File: config.mk
export PLATFORM = sky130hd
export DESIGN_NAME = quadrature_decoder
export DESIGN_NICKNAME = d
export VERILOG_FILES = /design/src/rtl/quad_pkg.sv /design/src/rtl/quad_input_filter.sv /design/src/rtl/quadrature_decoder.sv
export SDC_FILE = /design/constraint.sdc
export NUM_CORES = 1
export LEC_CHECK = 0
export ABC_AREA = 1
export ABC_CLOCK_PERIOD_IN_PS = 2550
export CAP_MARGIN = 25
export CORE_MARGIN = 2
export CORE_UTILIZATION = 35
export DETAILED_ROUTE_END_ITERATION = 6
export DONT_BUFFER_PORTS = 1
export SETUP_SLACK_MARGIN = 0.3
export SYNTH_ARGS = -nofsm -noshare
export SYNTH_HDL_FRONTEND = slang
export SYNTH_SLANG_ARGS = --single-unit
File: constraint.sdc
create_clock -name Clock -period 2.55 [get_ports Clock]
set_input_delay 0.51 -clock Clock [delete_from_list [all_inputs] [get_ports Clock]]
set_output_delay 0.51 -clock Clock [all_outputs]
set_load 0.02 [all_outputs]
File: src/rtl/quad_pkg.sv
`default_nettype none
// ============================================================================
// Package  : quad_pkg
// Brief    : Shared phase encoding, step directions and the step classifier
//            used by the quadrature decoder.
// Revision : 1.0 - initial release
// ============================================================================
package quad_pkg;

  // Phase states are the filtered {A,B} pair itself
  typedef enum logic [1:0] {
    P00 = 2'b00,
    P01 = 2'b01,
    P10 = 2'b10,
    P11 = 2'b11
  } phase_t;

  typedef enum logic [1:0] {
    DIR_NONE    = 2'd0,
    DIR_UP      = 2'd1,
    DIR_DOWN    = 2'd2,
    DIR_ILLEGAL = 2'd3
  } dir_t;

  // Position of a phase along the forward cycle P00->P10->P11->P01
  function automatic logic [1:0] phase_pos(input phase_t p);
    case (p)
      P00:     return 2'd0;
      P10:     return 2'd1;
      P11:     return 2'd2;
      default: return 2'd3;
    endcase
  endfunction

  // Distance along the cycle: +1 forward, -1 reverse, 2 is a diagonal jump
  function automatic dir_t step_dir(input phase_t prev, input phase_t next);
    logic [1:0] delta;
    delta = phase_pos(next) - phase_pos(prev);
    case (delta)
      2'd0:    return DIR_NONE;
      2'd1:    return DIR_UP;
      2'd3:    return DIR_DOWN;
      default: return DIR_ILLEGAL;
    endcase
  endfunction

endpackage
`default_nettype wire

File: src/rtl/quad_input_filter.sv
`default_nettype none
// ============================================================================
// Module   : quad_input_filter
// Brief    : Synchronizes the ChA/ChB pair and accepts a level only after it
//            has been stable for FILTER_LEN cycles; pulses update on accept.
// Revision : 1.0 - initial release
// ============================================================================
module quad_input_filter #(
  parameter int SYNC_STAGES = 2,
  parameter int FILTER_LEN  = 3
) (
  input  logic       Clock,
  input  logic       ResetN,
  input  logic       ChA,
  input  logic       ChB,
  output logic [1:0] filtered,
  output logic       update
);

  localparam int                 c_RUN_W   = $clog2(FILTER_LEN + 1);
  localparam logic [c_RUN_W-1:0] c_RUN_MAX = c_RUN_W'(FILTER_LEN);
  localparam logic [c_RUN_W-1:0] c_RUN_ONE = c_RUN_W'(1);

  logic [SYNC_STAGES-1:0][1:0] r_sync;
  logic [SYNC_STAGES-1:0]      r_valid;
  logic [1:0]                  r_cand;
  logic [c_RUN_W-1:0]          r_run;
  logic [1:0]                  r_filtered;
  logic                        r_update;

  logic [1:0]         w_sync;
  logic               w_valid;
  logic               w_changed;
  logic [c_RUN_W-1:0] w_runNext;
  logic               w_fire;

  assign w_sync  = r_sync[SYNC_STAGES-1];
  // Run counting only starts once real pin samples reach the end of the chain,
  // so stable pins at reset release are accepted after SYNC_STAGES+FILTER_LEN.
  assign w_valid = r_valid[SYNC_STAGES-1];

  // Synchronizer chain plus a matching valid marker shifting in behind reset
  always_ff @(posedge Clock or negedge ResetN) begin
    if (!ResetN) begin
      r_sync  <= '0;
      r_valid <= '0;
    end else begin
      r_sync  <= {r_sync[SYNC_STAGES-2:0], {ChA, ChB}};
      r_valid <= {r_valid[SYNC_STAGES-2:0], 1'b1};
    end
  end

  // Stability run length; fires once when the run first reaches FILTER_LEN
  always_comb begin
    w_changed = (w_sync != r_cand);
    w_runNext = r_run;
    if (w_changed) begin
      w_runNext = c_RUN_ONE;
    end else if (r_run != c_RUN_MAX) begin
      w_runNext = r_run + c_RUN_ONE;
    end
    w_fire = w_valid && (w_runNext == c_RUN_MAX) && (w_changed || (r_run != c_RUN_MAX));
  end

  // Candidate/run registers and the accepted phase with its update pulse
  always_ff @(posedge Clock or negedge ResetN) begin
    if (!ResetN) begin
      r_cand     <= 2'b00;
      r_run      <= '0;
      r_filtered <= 2'b00;
      r_update   <= 1'b0;
    end else if (!w_valid) begin
      r_run    <= '0;
      r_update <= 1'b0;
    end else begin
      r_cand   <= w_sync;
      r_run    <= w_runNext;
      r_update <= w_fire;
      if (w_fire) begin
        r_filtered <= w_sync;
      end
    end
  end

  assign filtered = r_filtered;
  assign update   = r_update;

endmodule
`default_nettype wire

File: src/rtl/quadrature_decoder.sv
`default_nettype none
// ============================================================================
// Module   : quadrature_decoder
// Brief    : Quadrature phase tracker producing one-cycle Up/Down strobes,
//            a wrapping position count, full/empty flags and a sticky error.
// Revision : 1.0 - initial release
// ============================================================================
module quadrature_decoder
  import quad_pkg::*;
#(
  parameter int BITS        = 4,
  parameter int SYNC_STAGES = 2,
  parameter int FILTER_LEN  = 3
) (
  input  logic            Clock,
  input  logic            ResetN,
  input  logic            Enable,
  input  logic            Clear,
  input  logic            ChA,
  input  logic            ChB,
  output logic            Up,
  output logic            Down,
  output logic [BITS-1:0] Count,
  output logic            FullFlag,
  output logic            EmptyFlag,
  output logic            Error
);

  logic [1:0] w_filtered;
  logic       w_update;

  phase_t          r_phase,  w_phaseNext;
  logic            r_primed, w_primedNext;
  logic            r_up,     w_upNext;
  logic            r_down,   w_downNext;
  logic [BITS-1:0] r_count,  w_countNext;
  logic            r_error,  w_errorNext;
  dir_t            w_dir;

  quad_input_filter #(
    .SYNC_STAGES (SYNC_STAGES),
    .FILTER_LEN  (FILTER_LEN)
  ) u_filter (
    .Clock    (Clock),
    .ResetN   (ResetN),
    .ChA      (ChA),
    .ChB      (ChB),
    .filtered (w_filtered),
    .update   (w_update)
  );

  // State register for phase, priming, strobes, count and error
  always_ff @(posedge Clock or negedge ResetN) begin
    if (!ResetN) begin
      r_phase  <= P00;
      r_primed <= 1'b0;
      r_up     <= 1'b0;
      r_down   <= 1'b0;
      r_count  <= '0;
      r_error  <= 1'b0;
    end else begin
      r_phase  <= w_phaseNext;
      r_primed <= w_primedNext;
      r_up     <= w_upNext;
      r_down   <= w_downNext;
      r_count  <= w_countNext;
      r_error  <= w_errorNext;
    end
  end

  // Classify each accepted phase change; Clear overrides count and error last
  always_comb begin
    w_phaseNext  = r_phase;
    w_primedNext = r_primed;
    w_upNext     = 1'b0;
    w_downNext   = 1'b0;
    w_countNext  = r_count;
    w_errorNext  = r_error;
    w_dir        = DIR_NONE;
    if (w_update) begin
      // The first accepted phase after reset only seeds the tracker
      w_phaseNext  = phase_t'(w_filtered);
      w_primedNext = 1'b1;
      if (r_primed) begin
        w_dir = step_dir(r_phase, phase_t'(w_filtered));
      end
    end
    if (Enable) begin
      w_upNext   = (w_dir == DIR_UP);
      w_downNext = (w_dir == DIR_DOWN);
    end
    if (w_upNext) begin
      w_countNext = r_count + BITS'(1);
    end else if (w_downNext) begin
      w_countNext = r_count - BITS'(1);
    end
    if (w_dir == DIR_ILLEGAL) begin
      w_errorNext = 1'b1;
    end
    if (Clear) begin
      w_countNext = '0;
      w_errorNext = 1'b0;
    end
  end

  assign Up        = r_up;
  assign Down      = r_down;
  assign Count     = r_count;
  assign Error     = r_error;
  assign FullFlag  = &r_count;
  assign EmptyFlag = ~|r_count;

endmodule
`default_nettype wire

==> implementation parameters <==
Parameter                              Value

Status
  Result of the run ... complete, but fails checks
  Failing checks ... setup timing

GRT
  Global-route wire length before repair ... 3.32 mm
  Initial antenna violation count ... 0
  Via count of the first global-routing pass ... 756
  Largest net degree at the start of global routing ... 24
  All-layer global routing usage ... 0.124
  Aggregate global routing overflow ... 0

Synthesis
  Count of flip-flops with a built-in enable after synthesis ... 0
  Ranking of synthesized cells by instance count ... dfrtp_1 (23), nand2_1 (22), inv_1 (20)
  Dominant combinational cell family by area after synthesis ... simple AND/OR/NAND/NOR gates
  Post-synth top flop ... dfrtp_1
  Top area cells in the synthesized netlist ... dfrtp_1 (51%), ha_1 (9.9%), nand2_1 (7.3%)
  Number of distinct library cells after synthesis ... 22
  Fraction of the mapped netlist area in compound gates ... 0.0530
  Synthesized instance count ... 116
  Count leader, synth ... dfrtp_1
  Synthesized netlist net count ... 132
  Sequential-to-total area share from yosys stat ... 0.508
  Cell Area, Synth ... 1130 um2
  Mux share of post-synthesis cell area ... 0.00994
  Total number of yosys warnings ... 0
  Xor/xnor share of the synthesized area ... 0.0387
  Adder-cell share of the synthesized area ... 0.117
  Number of register bits inferred by synthesis ... 23
  Most area-hungry cell type in the Yosys netlist ... dfrtp_1
  Mean post-synth cell area ... 9.76 um2
  Fraction of registers with async set/reset ... 1.00
  Simple-gate share of the synthesized area ... 0.203
  Proportion of netlist area held by the largest area contributor ... 0.508

Timing
  Max-slew violations ... 0
  Final Hold Fails ... 0
  Fmax ... 388 MHz
  Share of the clock period used by the worst path ... 1.01
  Final setup slack of the worst path ... -0.0242 ns
  Transition time at the pin with the least slew margin ... 0.631 ns
  Normalized max-slew margin ... 0.576
  Setup repair after global routing missed its margin ... yes
  Post-route worst hold slack ... 0.204 ns
  Final setup violation count ... 1
  Worst clock skew on the final layout ... 0.00276 ns
  Setup TNS ... -0.0242 ns
  Min cycle time layout ... 2.57 ns

Routing
  Residual antenna-violating net count after detailed routing ... 0
  Via count ... 793
  Avg Vias per Cell ... 4.38
  Initial drt markers ... 14
  Pre-Repair DR Iteration Count ... 4
  Remaining routing DRC violations ... 0
  Post-Route WL ... 1.99 mm
  Average wire length per cell after detail routing ... 11.0 um

Clocking
  Clock tree sinks ... 23
  CTS clk-pin slew, worst paths ... 0.13 ns
  Skew-Pair Late Insertion Delay ... 0.31 ns
  H-tree level count ... 1
  Clock Root Buffer ... clkbuf_4
  Clock tree from TritonCTS ... yes
  Number of buffers inserted during clock tree synthesis ... 3
  Maximum number of buffers from clock root to sink ... 2

Finish
  Fill cells ... 312
  Fraction of final layout cells sized beyond drive strength 1 ... 0.365
  Sequential cell area ... 576 um2
  Final instance area ... 1470 um2
  Multi-input gate area ... 581 um2
  Layout net count ... 154
  Number of antenna diodes ... 0
  P&R area growth vs syn ... 29.8%

Die
  Total number of placement rows ... 20
  Die Height ... 60.9 um
  Top-level port count ... 15
  Die width ... 60.9 um
  Starting utilization of the core area ... 0.368
  Area of the core region ... 3080 um2
  Die area ... 3710 um2

Critical path
  Register-to-register setup slack ... -0.02 ns
  Data required, critical path ... 2.77 ns
  Launch point of the worst path ... r_phase[0]$_DFFE_PN0P_
  Depth of the most critical reg-to-reg path ... 16
  Endpoint type of the worst setup path ... flop
  Launch point of the worst reg-to-reg path ... r_phase[0]$_DFFE_PN0P_
  Type of origin of the critical path ... flop
  Crit path kind ... reg -> reg
  Critical Path AT ... 2.80 ns
  Endpoint of the most critical register-to-register path ... Count[3]$_DFFE_PN0P_
  Peak fanout along the critical path ... 4

Placed design
  Cell area after placement ... 1300 um2
  Final weighted congestion of routability-driven global placement ... 0.733
  Pre-CTS setup slack ... -0.126 ns
  Detail Placement HPWL ... 1.46 mm
  Port buffer count ... 0

Run
  Maxcap violations ... 0

Power
  Static leakage power ... 0.728 nW
  Pwr dens ... 564 nW/um2
  Peak ir drop on the vdd network ... 0.000322 V

Min path
  Min-delay src ... ChA
  Number of cells on the worst hold path ... 0
  Classification of the worst-slack hold path ... in -> reg
  Worst Hold End ... u_filter.r_sync[1]$_DFF_PN0_
cell usage in the layout (no fill, tap or decap), types with 4 or more instances in the layout:
cell type,instances
nand2_1,19
nand3_1,5
o21ai_0,4
nor2_1,4
buf_4,14
inv_1,17
nand2_2,6
ha_4,4
nor2_4,4
dfrtp_1,23
ha_1,4
registers in the layout (all words and copies together) (netlist names):
signal             flops
Count                  4
Down                   1
Error                  1
Up                     1
r_phase                2
r_primed               1
u_filter.filtered      2
u_filter.r_cand        2
u_filter.r_run         2
u_filter.r_sync        2
u_filter.r_valid       2
u_filter.update        1
u_filter.w_sync        2
what timing repair did:
| action | in CTS | in global routing |
|---|---|---|
| buffers inserted | 3 | 3 |
| gates resized for setup | 9 | 5 |
| hold buffers | 1 | 0 |
| setup endpoints to repair | 4 | 5 |
| pin swaps | 16 | 7 |
| hold endpoints to repair | 23 | 0 |
kinds of logic after synthesis:
family	Yosys count
flip-flops	23
multiplexers	1
XOR/XNOR	5
buffers and inverters	20
AND/OR/NAND/NOR	47
AO/OA/AOI/OAI	9
adder cells (fa/ha/maj)	10
other	1
layout make-up:
| type | instances | area share |
|---|---|---|
| Sequential cell | 23 | 0.391 |
| Timing Repair Buffer | 17 | 0.105 |
| Tap cell | 44 | 0.0374 |
| Clock buffer | 3 | 0.0153 |
| Multi-Input combinational cell | 73 | 0.395 |
| Inverter | 20 | 0.0511 |
| Clock inverter | 1 | 0.00511 |
worst max-delay path by stage:
stage / endpoint / slack, ns / cells after the start
2_1_floorplan: Count[3]$_DFFE_PN0P_ / -0.007 / 15
3_3_place_gp: Count[2]$_DFFE_PN0P_ / -0.06 / 13
3_5_place_dp: Count[3]$_DFFE_PN0P_ / -0.13 / 17
4_1_cts: Count[3]$_DFFE_PN0P_ / -0.03 / 15
5_1_grt: Count[3]$_DFFE_PN0P_ / -0.19 / 15
6_report: Count[3]$_DFFE_PN0P_ / -0.02 / 16
metrics by stage:
| stage | std cells | total power [W] | util |
|---|---|---|---|
| after CTS | 177 | 0.000820 | 0.454 |
| after global routing | 181 | 0.000882 | 0.478 |
| after floorplan | 116 | 0.000549 | - |
| after global placement | 169 | 0.000591 | 0.422 |
| final | 181 | 0.000830 | 0.478 |
| after detailed placement | 169 | 0.000598 | 0.422 |
power by group:
part           switching, W  total, W  internal (W)
logic              0.000123  0.000238      0.000115
registers         0.0000273  0.000416      0.000389
clock network      0.000116  0.000176     0.0000599
per-layer routing:
layer  wire (um)  vias to the layer above  share of wire  GRT usage
met4          29                        0          0.015     0.0559
met2        1010                        9           0.51      0.201
met3          44                        4          0.022     0.0213
met5           0                        -              0          0
li1            -                      404              -          -
met1         899                      376           0.45      0.162
worst max-delay path, cell delays in order (launching register included):
cell,delay (ns)
dfrtp_1,0.44
ha_4,0.28
inv_2,0.03
ha_2,0.15
xor2_1,0.16
xor2_1,0.16
ha_1,0.33
nand2_2,0.07
nor2_4,0.11
nand2_4,0.09
ha_4,0.26
nand2_2,0.07
nand3_2,0.08
inv_1,0.06
nand3_1,0.06
nand3_1,0.08
nand2_1,0.05
(Power assumes the default switching activity.)
